<file path="src/rtl/uart_rx_ctrl.sv">
// Receive-side controller: gates UART receiver bytes, applies a parity drop policy,
// buffers accepted bytes in a FWFT FIFO and detects end-of-message by idle-gap timing.
module uart_rx_ctrl #(
  parameter int CLKS_PER_BIT = 10,
  parameter int GAP_BITS     = 20,
  parameter int DEPTH        = 8,
  parameter bit DROP_BAD     = 1'b1,
  localparam int CW          = $clog2(DEPTH) + 1
) (
  input  logic          clk,
  input  logic          reset_n,
  input  logic          i_enable,
  input  logic          i_data_avail,
  input  logic [7:0]    i_data_byte,
  input  logic          i_parity_err,
  input  logic          i_clear,
  input  logic          i_flush,
  output logic          o_valid,
  input  logic          i_ready,
  output logic [7:0]    o_data,
  output logic          o_data_err,
  output logic [CW-1:0] o_count,
  output logic          o_full,
  output logic          o_frame_end,
  output logic          o_overflow,
  output logic [7:0]    o_err_cnt,
  output logic [1:0]    o_dbg_state
);

  localparam int          AW       = CW - 1;
  localparam logic [15:0] GAP_LAST = 16'(CLKS_PER_BIT * GAP_BITS - 1);

  typedef enum logic [1:0] {
    ST_OFF        = 2'd0,
    ST_WAIT_FIRST = 2'd1,
    ST_IN_FRAME   = 2'd2
  } state_t;

  // ---------------------------------------------------------------------------
  // Consumer handshake: o_valid means the head entry on o_data/o_data_err is
  // meaningful; the entry is consumed on a rising clk edge where o_valid and
  // i_ready are both 1. o_valid never depends on i_ready.
  // ---------------------------------------------------------------------------

  logic [8:0]    r_mem [DEPTH];
  logic [AW-1:0] r_wr_ptr;
  logic [AW-1:0] r_rd_ptr;
  logic [CW-1:0] r_count;
  logic          r_overflow;
  logic [7:0]    r_err_cnt;
  state_t        r_state;
  logic [15:0]   r_gap;

  logic          w_event;
  logic          w_push_req;
  logic          w_full;
  logic          w_empty;
  logic          w_push;
  logic          w_pop;
  logic          w_ovf_set;
  logic          w_err_inc;
  logic          w_entry_err;
  logic [8:0]    w_head;
  state_t        w_state_nxt;
  logic [15:0]   w_gap_nxt;
  logic          w_frame_end;

  assign w_event     = i_enable & i_data_avail;
  assign w_push_req  = w_event & ~(DROP_BAD & i_parity_err);
  assign w_full      = (r_count == CW'(DEPTH));
  assign w_empty     = (r_count == '0);
  // Flush wins over everything touching the FIFO in the same cycle.
  assign w_pop       = ~w_empty & i_ready & ~i_flush;
  assign w_push      = w_push_req & (~w_full | w_pop) & ~i_flush;
  assign w_ovf_set   = w_push_req & w_full & ~w_pop & ~i_flush;
  assign w_err_inc   = w_event & i_parity_err & (r_err_cnt != 8'hFF);
  assign w_entry_err = DROP_BAD ? 1'b0 : i_parity_err;

  // Storage carries no reset; only pointer/count state defines validity.
  always_ff @(posedge clk) begin
    if (w_push) begin
      r_mem[r_wr_ptr] <= {w_entry_err, i_data_byte};
    end
  end

  always_ff @(posedge clk or negedge reset_n) begin
    if (!reset_n) begin
      r_wr_ptr <= '0;
      r_rd_ptr <= '0;
      r_count  <= '0;
    end else if (i_flush) begin
      r_wr_ptr <= '0;
      r_rd_ptr <= '0;
      r_count  <= '0;
    end else begin
      if (w_push) begin
        r_wr_ptr <= r_wr_ptr + AW'(1);
      end
      if (w_pop) begin
        r_rd_ptr <= r_rd_ptr + AW'(1);
      end
      case ({w_push, w_pop})
        2'b10:   r_count <= r_count + CW'(1);
        2'b01:   r_count <= r_count - CW'(1);
        default: r_count <= r_count;
      endcase
    end
  end

  // Status: clear has priority over a same-cycle set or increment.
  always_ff @(posedge clk or negedge reset_n) begin
    if (!reset_n) begin
      r_overflow <= 1'b0;
      r_err_cnt  <= 8'd0;
    end else if (i_clear) begin
      r_overflow <= 1'b0;
      r_err_cnt  <= 8'd0;
    end else begin
      if (w_ovf_set) begin
        r_overflow <= 1'b1;
      end
      if (w_err_inc) begin
        r_err_cnt <= r_err_cnt + 8'd1;
      end
    end
  end

  always_ff @(posedge clk or negedge reset_n) begin
    if (!reset_n) begin
      r_state <= ST_OFF;
      r_gap   <= 16'd0;
    end else begin
      r_state <= w_state_nxt;
      r_gap   <= w_gap_nxt;
    end
  end

  // Gap counts cycles since the last byte event; reaching GAP_LAST is exactly
  // GAP_CLKS cycles after that event, so the pulse needs no extra register.
  always_comb begin
    w_state_nxt = r_state;
    w_gap_nxt   = r_gap;
    w_frame_end = 1'b0;
    if (!i_enable) begin
      w_state_nxt = ST_OFF;
      w_gap_nxt   = 16'd0;
    end else begin
      case (r_state)
        ST_OFF: begin
          w_state_nxt = ST_WAIT_FIRST;
          w_gap_nxt   = 16'd0;
        end
        ST_WAIT_FIRST: begin
          w_gap_nxt = 16'd0;
          if (w_event) begin
            w_state_nxt = ST_IN_FRAME;
          end
        end
        ST_IN_FRAME: begin
          if (w_event) begin
            w_gap_nxt = 16'd0;
          end else if (r_gap == GAP_LAST) begin
            w_frame_end = 1'b1;
            w_state_nxt = ST_WAIT_FIRST;
            w_gap_nxt   = 16'd0;
          end else begin
            w_gap_nxt = r_gap + 16'd1;
          end
        end
        default: begin
          w_state_nxt = ST_OFF;
          w_gap_nxt   = 16'd0;
        end
      endcase
    end
  end

  assign w_head      = r_mem[r_rd_ptr];
  assign o_valid     = ~w_empty;
  assign o_data      = w_head[7:0];
  assign o_data_err  = DROP_BAD ? 1'b0 : w_head[8];
  assign o_count     = r_count;
  assign o_full      = w_full;
  assign o_frame_end = w_frame_end;
  assign o_overflow  = r_overflow;
  assign o_err_cnt   = r_err_cnt;
  assign o_dbg_state = r_state;

endmodule
</file>
<file path="config.mk">
export PLATFORM = sky130hd
export DESIGN_NAME = uart_rx_ctrl
export DESIGN_NICKNAME = d
export VERILOG_FILES = /design/src/rtl/uart_rx_ctrl.sv
export SDC_FILE = /design/constraint.sdc
export NUM_CORES = 1
export LEC_CHECK = 0
export CORE_MARGIN = 2
export CORE_UTILIZATION = 28
export DETAILED_ROUTE_END_ITERATION = 10
export HOLD_SLACK_MARGIN = 0.12
export PLACE_DENSITY_LB_ADDON = 0.2
export RECOVER_POWER = 25
export SLEW_MARGIN = 20
export SYNTH_ARGS = -nofsm -noshare
export SYNTH_HDL_FRONTEND = slang
export SYNTH_SLANG_ARGS = --single-unit
</file>
<file path="constraint.sdc">
create_clock -name clk -period 6.33 [get_ports clk]
set_input_delay 0.633 -clock clk [delete_from_list [all_inputs] [get_ports clk]]
set_output_delay 0.633 -clock clk [all_outputs]
set_load 0.01 [all_outputs]
</file>
# Word-level counts from Yosys, hierarchy flattened

Memory sizes are Yosys's and may differ from the RTL's.
Index checks and enable logic that the tools add are counted.

Register bits: 37
Memory bits (read-only): 0
Memory bits (writable): 64
Input port bits: 16
Output and inout bits: 27
Bits in latches: 0
Memories kept: 1

Multipliers: 0
$lt $le $gt $ge: 0
Bitwise logic cells: 17
Multiplexer cells: 25
Reductions and logical operators: 8
Shifts and indexed selects: 0
Div/mod/pow operators: 0
Eq/ne operators: 10
Add/subtract/negate cells: 6

Memories:

| name  | words | width | rd ports | clocked after Yosys merged registers in | wr ports | RTL line | RTL |
|---|---|---|---|---|---|---|---|
| r_mem | 8     | 8     | 1        | 0                                       | 1        | 45       | `logic [8:0] r_mem [DEPTH];` |

Operator list:

| operator                                          | count |
|---|---|
| two-way mux 16 bit                                | 4 |
| adder 16 x 1 -> 16 bit (second input constant)    | 1 |
| == test 16 x 8 -> 1 bit (second input constant)   | 1 |
| two-way mux 8 bit                                 | 2 |
| two-way mux 3 bit                                 | 4 |
| AND 1 bit                                         | 11 |
| != test 3 bit (second input constant)             | 3 |
| adder 8 x 1 -> 8 bit (second input constant)      | 1 |
| two-way mux 1 bit                                 | 8 |
| two-way mux 2 bit                                 | 4 |
| != test 8 bit (second input constant)             | 1 |
| case mux 4 bit (2 select lines)                   | 1 |
| nonzero test 2 bit                                | 4 |
| adder 3 x 1 -> 3 bit (second input constant)      | 2 |
| case mux 2 bit (3 select lines)                   | 1 |
| inverter 1 bit                                    | 5 |
| adder 4 x 1 -> 4 bit (second input constant)      | 1 |
| == test 2 x 1 -> 1 bit (second input constant)    | 2 |
| == test 2 bit (second input constant)             | 2 |
| == test 4 bit (second input constant)             | 1 |
| logical NOT 4 bit                                 | 1 |
| two-way mux 4 bit                                 | 1 |
| subtractor 4 x 1 -> 4 bit (second input constant) | 1 |
| AND reduction 3 bit                               | 1 |
| other kinds (3)                                   | 3 |

# Longest topological paths before layout

Depth in word-level cells: 10
Depth in mapped cells: 8
Gate-level depth less buffers: 8

# Worst setup path after synthesis

No wires, ideal clock.

Path kind: register to register
Start point: register r_count[1] (netlist: o_count[1])
End point: register r_count[3] (netlist: o_count[3])
Cell stages (with the launch flop): 9
Setup slack: 3.789 ns
Data arrival time: 2.414 ns
Data required time: 6.202 ns
Cells stage by stage: dfrtp_1 o41a_1 nand2_1 nor2_1 ha_1 a21o_1 a21oi_1 mux2i_4 mux2_1

Word-level cells in the longest chain between the ends: 10
Elaborated cells between the ends (all ways): 16
Those cells by class: add/sub (2); eq/ne (3); mux (2); bitwise (7); reduce/logical (2)

RTL lines:

| what                                                           | RTL line | RTL |
|---|---|---|
| from (decl)                                                    | 48       | `logic [CW-1:0] r_count;` |
| from (signal assigned)                                         | 103      | `2'b10: r_count <= r_count + CW'(1);` |
| from (signal assigned)                                         | 104      | `2'b01: r_count <= r_count - CW'(1);` |
| from (signal assigned)                                         | 105      | `default: r_count <= r_count;` |
| logical NOT 4 bit                                              | 71       | `assign w_empty = (r_count == '0);` |
| inverter 1 bit                                                 | 73       | `assign w_pop = ~w_empty & i_ready & ~i_flush;` |
| AND 1 bit (2 in series)                                        | 73       |  |
| OR 1 bit                                                       | 74       | `assign w_push = w_push_req & (~w_full \| w_pop) & ~i_flush;` |
| AND 1 bit (2 in series)                                        | 74       |  |
| == test 2 x 1 -> 1 bit / == test 2 bit (equally long branches) | 102      | `case ({w_push, w_pop})` |
| case mux 4 bit (2 select lines)                                | 102      |  |
| two-way mux 4 bit                                              | 91       | `end else if (i_flush) begin` |

Several ways; a longest one is shown, not always the timed one.
A chain may end at the register's enable or synchronous reset.

# Worst setup path in the final report

Start point: input i_flush
End point: memory r_mem[7][7] in the netlist's numbering (enable)

Word-level cells in the longest chain between the ends: 7

RTL lines:

| what                                      | RTL line | RTL |
|---|---|---|
| from (decl)                               | 17       | `input logic i_flush,` |
| inverter 1 bit *                          | 73, 74   |  |
| AND 1 bit                                 | 73       |  |
| OR 1 bit                                  | 74       |  |
| AND 1 bit                                 | 74       |  |
| AND 1 bit *                               | 74       |  |
| two-way mux 1 bit *                       | 81       | `if (w_push) begin` |
| two-way mux 1 bit (implied by the code) * | 82       | `r_mem[r_wr_ptr] <= {w_entry_err, i_data_byte};` |
| to (decl)                                 | 45       |  |

Mark *: on every way between the ends. The rest lies on a longest branch, timed or not.

==> reports/qor.txt <==
========================================================================================
Result of the run ......................................................... complete, but fails checks
Violated checks ........................................................... capacitance limit, slew limit
Via density ...............................................................         4.55
Fraction of final layout cells sized beyond drive strength 1 ..............        13.9%
Synth cell types ..........................................................           52
Avg WL per Cell ...........................................................      15.5 um
Final Hold Viols ..........................................................            0
Cell total after placement ................................................          553
Number of pins exceeding their max-slew limit in the final report .........           38
Internal reg-to-reg setup slack ...........................................      3.65 ns
Number of port buffers ....................................................           41
Routed length on met1 .....................................................      4050 um
Final setup violating endpoints ...........................................            0
Top_reg_cell synth ........................................................ sky130_fd_sc_hd__edfxtp_1
EDFF count, synth .........................................................           64
Floorplan die height ......................................................       130 um
Number of nets with antenna violations after detailed routing .............            0
Startpoint types .......................................................... primary input
MaxCap Viol Count .........................................................            1
Sum of met3 wire segment lengths after detailed routing ...................       365 um
Number of warnings issued by yosys ........................................            0
Total length of routed wires ..............................................      8840 um
Worst IR drop on VDD ......................................................     0.113 mV
Total standard cell area after synthesis ..................................    4470 um^2
Iteration count of the initial detailed-routing pass ......................            4
Worst path required time ..................................................      6.31 ns
Routed wire length on met2 ................................................      4300 um
RSZ-0062 raised after global routing ......................................           no
Number of non-filler instances in the completed layout ....................          569
Global-route wire length before repair ....................................    14,600 um
Sequential element share of the synthesized area ..........................        63.7%
Total CTS buffers .........................................................            9
Number of nets in the layout ..............................................          371
Die width .................................................................       130 um
Resize count post-CTS .....................................................            0
Number of primary I/O pins ................................................           43
Total Routing Usage GR ....................................................        11.6%
Number of synthesized register bits .......................................          101
Std-Cell Core Area ........................................................  15,800 um^2
Area added between synthesis and finish ...................................        20.6%
Pin count of the biggest net entering global routing ......................           38
Total half-perimeter wirelength after legalization and detailed placement .      5940 um
Number of cells produced by synthesis .....................................          306
CP Data Arrival Time ......................................................      3.05 ns
Synth Net Count ...........................................................          329
Mean area per synthesized cell ............................................    14.6 um^2
Critical Path Fanout Max ..................................................           16
Routed vias ...............................................................        2,587
Clock skew after layout ...................................................   0.00703 ns
Level count of the clock H-tree ...........................................            3
Time the worst path needs with I/O delays and setup .......................      3.07 ns
Clock slew seen by the registers of the worst setup and hold paths ........      0.07 ns
Clock tree from TritonCTS .................................................          yes
Final RePlAce weighted congestion .........................................        0.761
Synth async-reset ratio ...................................................        36.6%
Die Area ..................................................................  17,000 um^2
Leak Pwr ..................................................................      1.85 nW
Num Clock Sinks ...........................................................          101
Min-delay worst type ...................................................... register to register
Worst Tran Pin Value ......................................................      2.07 ns
Highest routed layer ......................................................         met4
Final-layout setup total negative slack ...................................         0 ns
Top library cells by usage in the layout, fill and taps aside ............. sky130_fd_sc_hd__edfxtp_1, sky130_fd_sc_hd__nor2_1, sky130_fd_sc_hd__clkdlybuf4s50_1, sky130_fd_sc_hd__dfrtp_1, sky130_fd_sc_hd__mux4_2
Tightest slew margin relative to the limit ................................       -38.2%
Most common cell after layout, fill and taps aside ........................ sky130_fd_sc_hd__edfxtp_1
Ant. Diodes ...............................................................            0
Ratio of final minimum period to clock period .............................        48.6%
Global route overflow .....................................................            0
Antenna violations before repair ..........................................            0
Post-cts hold buffer count ................................................            0
Number of global-route vias before repair .................................        2,731
Initial detailed-routing violation count ..................................          110
Initial core utilization ..................................................        28.4%
Clk root buf .............................................................. sky130_fd_sc_hd__clkbuf_16
Layout fillers ............................................................        1,573
Peak clock frequency supported by timing ..................................      325 MHz
Critical path endpoint category ...........................................     register
Power density over cell area ..............................................  298 nW/um^2
DRC violations left .......................................................            0
Setup repair bufs after CTS ...............................................            0
Max Root-Sink Buffers .....................................................            2
Clk_lat worst skew ........................................................      0.35 ns
Std cell rows .............................................................           46
Crit path kind ............................................................ primary input to register
========================================================================================
-- worst paths after layout --
path,start,endpoint,cells after the start
max reg2reg,o_count[1],o_count[3],8
min,r_gap[0],r_gap[0],1
min in group asynchronous,reset_n,o_count[3],1
min reg2reg,r_gap[0],r_gap[0],1
max in group asynchronous,reset_n,o_overflow,1
max,i_flush,r_mem[7][7],5
-- area by class of cell --
type	instances	area, um^2	share of cell area (%)
Sequential cell	101	2850	52.8
Timing Repair Buffer	42	412	7.63
Multi-Input combinational cell	190	1570	29.1
Clock buffer	11	233	4.31
Clock inverter	5	45.0	0.835
Tap cell	216	270	5.01
Inverter	4	15.0	0.278
-- sequential cells by signal (all words and copies together) (netlist names) --
name         flops
o_count          4
o_dbg_state      2
o_err_cnt        8
o_overflow       1
r_gap           16
r_mem           64
r_rd_ptr         3
r_wr_ptr         3
-- per-layer routing --
layer	vias to the layer above	track usage (%)
li1	1245	-
met1	1283	14.6
met2	48	18.8
met3	11	3.66
met4	0	4.38
met5	-	0
-- cells in the mapped netlist (4+ instances only) --
cell,instances,area (um^2)
sky130_fd_sc_hd__edfxtp_1,64,1920
sky130_fd_sc_hd__nor2_1,38,143
sky130_fd_sc_hd__dfrtp_1,37,926
sky130_fd_sc_hd__mux4_2,16,360
sky130_fd_sc_hd__xor2_1,12,105
sky130_fd_sc_hd__nand2_1,11,41.3
sky130_fd_sc_hd__xnor2_1,10,87.6
sky130_fd_sc_hd__mux2_2,8,90.1
sky130_fd_sc_hd__nand3_1,7,35.0
sky130_fd_sc_hd__nor3_1,7,35.0
sky130_fd_sc_hd__a21oi_1,6,30.0
sky130_fd_sc_hd__ha_1,6,75.1
sky130_fd_sc_hd__nand4_1,6,37.5
sky130_fd_sc_hd__nor4_1,6,37.5
sky130_fd_sc_hd__clkbuf_1,5,18.8
sky130_fd_sc_hd__and3_1,4,25.0
sky130_fd_sc_hd__inv_1,4,15.0
sky130_fd_sc_hd__nand2b_1,4,25.0
sky130_fd_sc_hd__o21ai_1,4,20.0
sky130_fd_sc_hd__or4_1,4,30.0
-- logic make-up after synthesis --
family | Yosys count | share of synthesized area, %
XOR/XNOR | 22 | 4.31
buffers and inverters | 15 | 1.43
flip-flops | 101 | 63.7
adder cells (fa/ha/maj) | 7 | 2.13
multiplexers | 28 | 11.3
AO/OA/AOI/OAI | 28 | 4.70
other | 1 | 0.0838
AND/OR/NAND/NOR | 104 | 12.4
-- where the power goes --
part	internal [W]	switching [W]	total (W)	leakage [nW]
clock	0.000272	0.000247	0.000520	0.132
sequential	0.000721	0.0000409	0.000762	1.09
combinational	0.000185	0.000140	0.000324	0.631
total	0.00118	0.000428	0.00161	1.85
-- through the flow --
step | power, W | hold WS, ns | setup WS [ns] | area, um^2 | util [%]
after global placement | 0.00110 | 0.446 | 2.77 | 5110 | 32.4
after floorplan | 0.000972 | 0.337 | 3.79 | 4470 | -
after detailed placement | 0.00111 | 0.446 | 2.62 | 5110 | 32.4
final | 0.00161 | 0.451 | 3.26 | 5390 | 34.2
after CTS | 0.00163 | 0.431 | 2.99 | 5390 | 34.1
after global routing | 0.00169 | 0.487 | 3.03 | 5390 | 34.2
-- worst max-delay path, stage by stage --
cell and delay (ns):
sky130_fd_sc_hd__clkdlybuf4s50_1 0.72, sky130_fd_sc_hd__nor2b_1 0.39, sky130_fd_sc_hd__o21ai_2 0.13, sky130_fd_sc_hd__or3b_1 0.46
sky130_fd_sc_hd__nor2_1 0.72
No activity file was read; power rests on OpenSTA's default activity.
